$ cat src/rtl/uart_tx_fifo.sv
// uart_tx_fifo
//   Byte FIFO plus launch sequencer in front of the UART transmitter.
//   Host writes are buffered. Bytes are handed to the transmitter one at a
//   time as a one-cycle o_TX_DV pulse. The next byte is launched only after
//   the transmitter reports done and one cleanup cycle has passed.
//
// Build option:
//   UART_TX_FIFO_DROP_CNT_EN - when defined, o_Drop_Count counts writes that
//   were dropped because the FIFO was full. The count saturates at 255 and is
//   cleared only by reset. When undefined, o_Drop_Count is a constant 0.
//
// Ports:
//   i_Clock, i_Rst_L     clock (rising edge), async active-low reset
//   i_Wr_DV, i_Wr_Byte   host write strobe and data
//   i_Flush              synchronous FIFO clear
//   o_Full, o_Almost_Full, o_Empty, o_Count   occupancy flags and count
//   o_TX_DV, o_TX_Byte   launch pulse and byte to the transmitter
//   i_TX_Active          transmitter busy
//   i_TX_Done            transmitter completion pulse
//   o_Drop_Count         dropped-write counter
//
// FSM states:
//   state  | meaning
//   IDLE   | waiting for data and an idle transmitter; launches on entry condition
//   LAUNCH | o_TX_DV pulse cycle
//   BUSY   | byte in flight, waiting for i_TX_Done
//   GAP    | one cycle of transmitter cleanup before the next launch
module uart_tx_fifo #(
  parameter int DEPTH    = 16,
  parameter int AF_LEVEL = 12
) (
  input  logic                   i_Clock,
  input  logic                   i_Rst_L,
  input  logic                   i_Wr_DV,
  input  logic [7:0]             i_Wr_Byte,
  input  logic                   i_Flush,
  output logic                   o_Full,
  output logic                   o_Almost_Full,
  output logic                   o_Empty,
  output logic [$clog2(DEPTH):0] o_Count,
  output logic                   o_TX_DV,
  output logic [7:0]             o_TX_Byte,
  input  logic                   i_TX_Active,
  input  logic                   i_TX_Done,
  output logic [7:0]             o_Drop_Count
);

  localparam int PW = $clog2(DEPTH);
  localparam int CW = PW + 1;

  typedef enum logic [1:0] {IDLE, LAUNCH, BUSY, GAP} state_t;

  state_t          state, state_nxt;
  logic [7:0]      mem [DEPTH];
  logic [PW-1:0]   wr_ptr, rd_ptr;
  logic [CW-1:0]   count;
  logic            wr_en;
  logic            pop;

  assign o_Count       = count;
  assign o_Full        = (count == CW'(DEPTH));
  assign o_Almost_Full = (count >= CW'(AF_LEVEL));
  assign o_Empty       = (count == '0);

  // A full FIFO refuses the write even if a pop frees a slot this cycle.
  assign wr_en = i_Wr_DV & ~o_Full & ~i_Flush;

  always_comb begin
    state_nxt = state;
    pop       = 1'b0;
    case (state)
      IDLE: begin
        // Flush wins over a launch in the same cycle.
        if (!o_Empty && !i_TX_Active && !i_Flush) begin
          pop       = 1'b1;
          state_nxt = LAUNCH;
        end
      end
      LAUNCH: state_nxt = BUSY;
      BUSY:   if (i_TX_Done) state_nxt = GAP;
      GAP:    state_nxt = IDLE;
      default: state_nxt = IDLE;
    endcase
  end

  always_ff @(posedge i_Clock or negedge i_Rst_L) begin
    if (!i_Rst_L) state <= IDLE;
    else          state <= state_nxt;
  end

  always_ff @(posedge i_Clock) begin
    if (wr_en) mem[wr_ptr] <= i_Wr_Byte;
  end

  always_ff @(posedge i_Clock or negedge i_Rst_L) begin
    if (!i_Rst_L) begin
      wr_ptr <= '0;
      rd_ptr <= '0;
      count  <= '0;
    end else if (i_Flush) begin
      wr_ptr <= '0;
      rd_ptr <= '0;
      count  <= '0;
    end else begin
      if (wr_en) wr_ptr <= wr_ptr + PW'(1);
      if (pop)   rd_ptr <= rd_ptr + PW'(1);
      count <= count + CW'(wr_en) - CW'(pop);
    end
  end

  // The byte register is held after the pulse and is not touched by flush,
  // so an in-flight byte stays visible until the next launch.
  always_ff @(posedge i_Clock or negedge i_Rst_L) begin
    if (!i_Rst_L) begin
      o_TX_DV   <= 1'b0;
      o_TX_Byte <= 8'd0;
    end else begin
      o_TX_DV <= pop;
      if (pop) o_TX_Byte <= mem[rd_ptr];
    end
  end

`ifdef UART_TX_FIFO_DROP_CNT_EN
  logic [7:0] drop_cnt;

  // A write that coincides with flush is discarded, not counted as a drop.
  always_ff @(posedge i_Clock or negedge i_Rst_L) begin
    if (!i_Rst_L) drop_cnt <= 8'd0;
    else if (i_Wr_DV && o_Full && !i_Flush && drop_cnt != 8'hFF)
      drop_cnt <= drop_cnt + 8'd1;
  end

  assign o_Drop_Count = drop_cnt;
`else
  assign o_Drop_Count = 8'd0;
`endif

endmodule

$ cat config.mk
export PLATFORM = sky130hd
export DESIGN_NAME = uart_tx_fifo
export DESIGN_NICKNAME = d
export VERILOG_FILES = /design/src/rtl/uart_tx_fifo.sv
export SDC_FILE = /design/constraint.sdc
export NUM_CORES = 1
export LEC_CHECK = 0
export BUFFER_PORTS_ARGS = -buffer_cell sky130_fd_sc_hd__buf_2
export CORE_ASPECT_RATIO = 0.9
export CORE_MARGIN = 2
export CORE_UTILIZATION = 60
export DETAILED_ROUTE_END_ITERATION = 8
export PLACE_DENSITY = 0.8
export SLEW_MARGIN = 10
export SYNTH_ARGS = -nofsm -noshare
export SYNTH_HDL_FRONTEND = slang
export SYNTH_SLANG_ARGS = --single-unit
$ cat constraint.sdc
create_clock -name i_Clock -period 8.8 [get_ports i_Clock]
set_clock_uncertainty 0.15 [all_clocks]
set_input_delay 1.76 -clock i_Clock [delete_from_list [all_inputs] [get_ports i_Clock]]
set_output_delay 1.76 -clock i_Clock [all_outputs]
set_load 0.01 [all_outputs]
Word level (Yosys, flattened, before mapping) --
Memories as Yosys holds them, arrays and structs flattened. A register that Yosys moved wholly into a read port is not among the register bits. Index checks and enable logic that the tools add are counted.
Word-level totals: flip-flop bits (word level) 16, bits in writable memories 128, bits of input ports 14, output and inout bits 25, logic and storage cells 44, memories kept 1
Cells by class: $add $sub $neg 4, order comparisons 1, equal/unequal tests 6, mux-type cells 12, bitwise gates (word level) 4, reductions and logical operators 11
Memory list:
- mem | depth 16, width 8, rd ports 1, clocked after Yosys merged registers in 1, write ports 1, line 54 | logic [7:0] mem [DEPTH];
Operators by type and width (number):
- two-way mux 4 bit | 4
- adder 4 x 1 -> 4 bit (second input constant) | 2
- case mux 2 bit (4 select lines) | 1
- adder 5 x 1 -> 5 bit | 1
- == test 5 bit (second input constant) | 1
- >= comparator 5 x 4 -> 1 bit (second input constant) | 1
- logical NOT 5 bit | 1
- two-way mux 5 bit | 1
- subtractor 5 x 1 -> 5 bit | 1
- == test 2 bit (second input constant) | 2
- logical NOT 1 bit | 4
- two-way mux 1 bit | 4
- two-way mux 2 bit | 2
- inequality test 2 bit (second input constant) | 2
- nonzero test 2 bit | 2
- AND 1 bit | 2
- == test 2 x 1 -> 1 bit (second input constant) | 1
- logical AND 1 bit | 2
- logical NOT 2 bit | 1
- inverter 1 bit | 2
- AND reduction 2 bit | 1

Longest topological paths before layout --
depth in word-level cells 8, mapped depth 15, gate-level depth less buffers 14

Least setup slack after synthesis --
Ideal clock, no wire load.
path type input to register, start input port i_Flush, end register count[4], in the netlist o_Count[4], library setup time 0.135 ns, data arrival time 3.908 ns, data required time 8.515 ns, path slack 4.607 ns, stages 14, buffers on the path 3, cells stage by stage clkbuf_1 nor2_1 and3b_1 clkbuf_2 buf_2 ha_1 inv_1 ha_1 inv_1 fa_1 nand2b_1 a21oi_1 o21a_1 nor3_1
On the way: cells in the longest elaborated chain, start to end 6, elaborated cells between the ends (all ways) 9, those cells by class add/sub (2); mux (3); bitwise (2); reduce/logical (2)
RTL lines:
- from (decl) | line 36 | input logic i_Flush,
- logical NOT 1 bit | line 74 | if (!o_Empty && !i_TX_Active && !i_Flush) begin
- logical AND 1 bit | line 74
- two-way mux 1 bit | line 74
- two-way mux 1 bit | line 71 | case (state)
- named net pop | line 58 | logic pop;
- subtractor 5 x 1 -> 5 bit | line 107 | count <= count + CW'(wr_en) - CW'(pop);
- two-way mux 5 bit | line 100 | end else if (i_Flush) begin
- to (signal assigned) | line 107
- to (decl) | line 56 | logic [CW-1:0] count;
The timed path passes the listed nets, and every way through them passes these cells. A chain may end at the register's enable or synchronous reset.

Worst setup path after layout --
start input port i_Flush, end register count[4], in the netlist o_Count[4]
On the way: cells in the longest elaborated chain, start to end 6, elaborated cells between the ends (all ways) 9, those cells by class add/sub (2); mux (3); bitwise (2); reduce/logical (2)
RTL lines (line):
- parallel branches: the longest is 5 deep, another holds adder 5 x 1 -> 5 bit
- two-way mux 5 bit * | 100
Mark *: on every way between the ends.

==> results.txt <==
The run finished with clean final reports. OpenSTA, run right after detailed placement, puts the worst setup slack at 4.07 ns. The first-pass iteration count of the detailed router came out at 4. The post-synthesis adder-cell area fraction is 3.48%.

In this run the tightest slew margin relative to its limit is 33.5%. For this run, the leading register cell type out of synthesis is sky130_fd_sc_hd__edfxtp_1. STA classifies the critical path endpoint as a flip-flop. After synthesis, the cell types taking the most area are sky130_fd_sc_hd__edfxtp_1, sky130_fd_sc_hd__mux4_2, sky130_fd_sc_hd__dfrtp_1. Counting every instance in the synthesized netlist gives 350. The floorplan step defined a die boundary enclosing 11,400 um^2. During I/O placement, the number of pins put on the boundary was 39. The fraction of final layout cells with drive strength greater than 1 is 26.8%.

The fraction of power consumed by combinational cells is 16.6%. The total number of yosys warnings is 0. The share of flip-flops with an asynchronous set or reset after synthesis came out at 15.8%.

The setup slack of the critical path after layout came out at 4.49 ns. The DRC violations left came out at 0. Once the clock tree was built, the resizer swapped 0 gates to a different size. The multiplexer share of the synthesized area came out at 13.0%. In this run the worst path has a maximum fanout of 24. The fraction of the yosys area taken by sequential cells is 70.3%. The chip height came out at 101 um.

The number of max-cap violations came out at 0. The net count of the finished layout came out at 413. The detailed router placed 3,117 vias in this run. The area growth from synthesis to layout is 12.3%.

The biggest area contributor in the post-synthesis netlist is sky130_fd_sc_hd__edfxtp_1. The clock tree from TritonCTS is done. The total routed wirelength is 11,500 um.

The worst voltage drop across the vdd grid came out at 0.000218 V. The first global-routing pass estimated 18,100 um of wire. Timing would allow up to 0.232 GHz.

The per-cell via count in the routed design is 5.95. The post-CTS setup buffer count came out at 0. The area share of the largest cell type after synthesis is 60.8%. STA classifies the critical path startpoint as a primary input.

The share of the synthesized netlist area taken by xor and xnor gates is 0.970%. The root buffer cell chosen for the clock tree is sky130_fd_sc_hd__clkbuf_16. The met3 track demand over resource in global routing is 5.33%. The overall die width is 112 um.

The clock network burns 37.1% of the power. The core footprint is 10,200 um^2. The clock transition at the registers of the reported paths came out at 0.06 ns. The count of standard-cell rows came out at 35. The post-route clock period utilization is 49.0%. The synthesized cell area is 6320 um^2. The clock latency at the later pin of the worst-skew pair came out at 0.42 ns. The number of hold violations in the final report is 0. In the global route stage, met2 resource usage came out at 35.6%. Dividing the detail-routed wire length by the instance count gives 22.0 um.

The maximum root-to-sink buffer count is 2. The fraction of the mapped netlist area in compound gates came out at 3.92%. The power after layout is 1.90 mW. The worst endpoint data arrival time came out at 4.44 ns. Summed over all failing endpoints, the final setup total negative slack is 0 ns. Setup repair after global routing left no endpoint under its margin. The total congestion overflow is 0. Sequential cells account for 46.3% of the total power.

The post-layout minimum cycle time came out at 4.31 ns. Entering global routing, the biggest net connects 36 pins. The final weighted congestion in routability-driven placement is 0.785. The critical path is of the primary input to flip-flop type. The share of total power consumed by net switching is 26.7%. For this block, the initial DRC count from the detailed router was 210. The hold buffer count at CTS is 0.

The internal power of the cells totals 1.39 mW. The count of inserted antenna diode cells is 0. The remaining number of nets flagged by the antenna check after routing is 0. After synthesis, the mean cell area works out to 18.1 um^2.

The number of antenna violations at the first check in global routing came out at 0. The worst hold path belongs to the class flip-flop to flip-flop. The final-report setup violation count is 0. The via count of the first global-routing pass is 3,162.

The cell leakage power came out at 2.48 nW. The total of fill cells in the finished design came out at 634. For this run, the total global-route usage over all layers was measured as 22.3%.

The number of buffers created by CTS is 17. The port buffer count came out at 30. The synthesized netlist devotes 5.05% of its cell area to simple gates.

The largest family of logic cells by synthesized area is multiplexers. The starting utilization of the core area is 61.7%. The HPWL after detailed placement is 7240 um. The count of H-tree levels built during CTS is 4. The number of enable-type register cells in the synthesized netlist came out at 128. Counting distinct cell types in the post-synthesis netlist gives 44.

The register bit total from synthesis is 152. The layer carrying the most global-route usage is met2. The final count of pins violating max slew came to 0. At the pin with the least slew margin, the transition time is 0.994 ns. Summed over all nets, the switching power comes to 0.506 mW. The met1 usage in global routing came out at 30.1%.

The required time of the worst setup path is 8.94 ns. The clock drives 152 sinks. The power per standard cell area came out at 267 nW/um^2.
==> path summary, 6_finish.rpt <==
check / from / to / slack [ns] / cells past startpoint
max in group asynchronous: i_Rst_L / rd_ptr[1] / 6.91 / 1
min: state[0] / state[0] / 0.36 / 1
max reg2reg: o_Count[2] / o_Count[4] / 5.23 / 13
min in group asynchronous: i_Rst_L / o_Count[1] / 1.18 / 1
max: i_Flush / o_Count[4] / 4.49 / 12
min reg2reg: state[0] / state[0] / 0.36 / 1
==> metal layers <==
layer / vias up / routed length, um
met5: - / 0
met4: 0 / 223
met3: 15 / 635
met2: 102 / 5730
met1: 1594 / 4940
li1: 1406 / -
==> Yosys cell counts, drive strengths merged (4+ instances only) <==
| library cell | n |
|---|---|
| inv | 14 |
| edfxtp | 128 |
| o22ai | 8 |
| ha | 16 |
| nor2 | 36 |
| nand2b | 5 |
| mux2i | 8 |
| a221oi | 8 |
| a21oi | 4 |
| nand2 | 7 |
| clkbuf | 6 |
| xnor2 | 4 |
| buf | 20 |
| dfrtp | 24 |
| mux4 | 32 |
==> layout make-up <==
cell class | count | area, um^2 | area share (%)
Clock buffer | 18 | 429 | 6.04
Clock inverter | 14 | 148 | 2.08
Inverter | 14 | 52.6 | 0.740
Multi-Input combinational cell | 165 | 1700 | 24.0
Sequential cell | 152 | 4450 | 62.6
Tap cell | 129 | 161 | 2.27
Timing Repair Buffer | 32 | 165 | 2.33
==> cell usage in the layout, fill, tap and decap left out, types with 3 or more instances in the layout <==
| cell type | netlist | layout |
|---|---|---|
| sky130_fd_sc_hd__inv_1 | 14 | 14 |
| sky130_fd_sc_hd__mux2i_1 | 8 | 8 |
| sky130_fd_sc_hd__mux4_2 | 32 | 32 |
| sky130_fd_sc_hd__buf_2 | 5 | 30 |
| sky130_fd_sc_hd__a221oi_2 | 8 | 8 |
| sky130_fd_sc_hd__inv_6 | 0 | 3 |
| sky130_fd_sc_hd__nand3_1 | 3 | 3 |
| sky130_fd_sc_hd__conb_1 | 1 | 8 |
| sky130_fd_sc_hd__o22ai_1 | 8 | 8 |
| sky130_fd_sc_hd__xnor2_1 | 4 | 4 |
| sky130_fd_sc_hd__nor2_1 | 36 | 36 |
| sky130_fd_sc_hd__ha_1 | 16 | 16 |
| sky130_fd_sc_hd__nand2_1 | 7 | 7 |
| sky130_fd_sc_hd__nand2b_1 | 5 | 5 |
| sky130_fd_sc_hd__clkbuf_16 | 0 | 17 |
| sky130_fd_sc_hd__a21oi_1 | 4 | 4 |
| sky130_fd_sc_hd__xor2_1 | 3 | 3 |
| sky130_fd_sc_hd__dfrtp_1 | 24 | 23 |
| sky130_fd_sc_hd__edfxtp_1 | 128 | 128 |
==> cells by family after synthesis <==
| kind of cell | count (synthesis) |
|---|---|
| AOI/OAI and AO/OA | 27 |
| xor gates and xnor gates | 7 |
| adders and majority gates | 17 |
| buffers and inverters | 40 |
| DFF | 152 |
| muxes | 42 |
| other | 1 |
| and+or+nand+nor | 64 |
==> critical path: stages <==
cell	delay [ns]
sky130_fd_sc_hd__buf_2	0.20
sky130_fd_sc_hd__nor2_1	0.15
sky130_fd_sc_hd__and3b_1	0.80
sky130_fd_sc_hd__ha_1	0.37
sky130_fd_sc_hd__inv_1	0.06
sky130_fd_sc_hd__ha_1	0.15
sky130_fd_sc_hd__inv_1	0.05
sky130_fd_sc_hd__fa_1	0.39
sky130_fd_sc_hd__nand2b_1	0.16
sky130_fd_sc_hd__a21oi_1	0.18
sky130_fd_sc_hd__o21a_1	0.13
sky130_fd_sc_hd__nor3_1	0.04
==> power by group through the flow <==
stage | combinational [mW] | sequential [mW] | clock, mW
2_1_floorplan | 0.218 | 0.886 | 0
3_3_place_gp | 0.302 | 0.889 | 0
3_5_place_dp | 0.316 | 0.893 | 0
4_1_cts | 0.320 | 0.879 | 0.713
5_1_grt | 0.350 | 0.884 | 0.742
6_report | 0.316 | 0.879 | 0.703
==> registers in the layout, indices dropped and copies added, names as in the netlist <==
signal	cells
o_TX_DV	1
o_Count	5
mem	128
o_TX_Byte	8
wr_ptr	4
state	2
rd_ptr	4
==> through the flow <==
step / cell area, um^2 / instances / hold WS (ns) / utilization [%]
floorplan: 6350 / 357 / 0.320 / -
global placement: 6530 / 492 / 0.332 / 63.7
detailed placement: 6530 / 492 / 0.345 / 63.7
CTS: 7100 / 524 / 0.358 / 69.3
global route: 7100 / 524 / 0.397 / 69.3
finish: 7100 / 524 / 0.358 / 69.3
(Power assumes the default switching activity.)
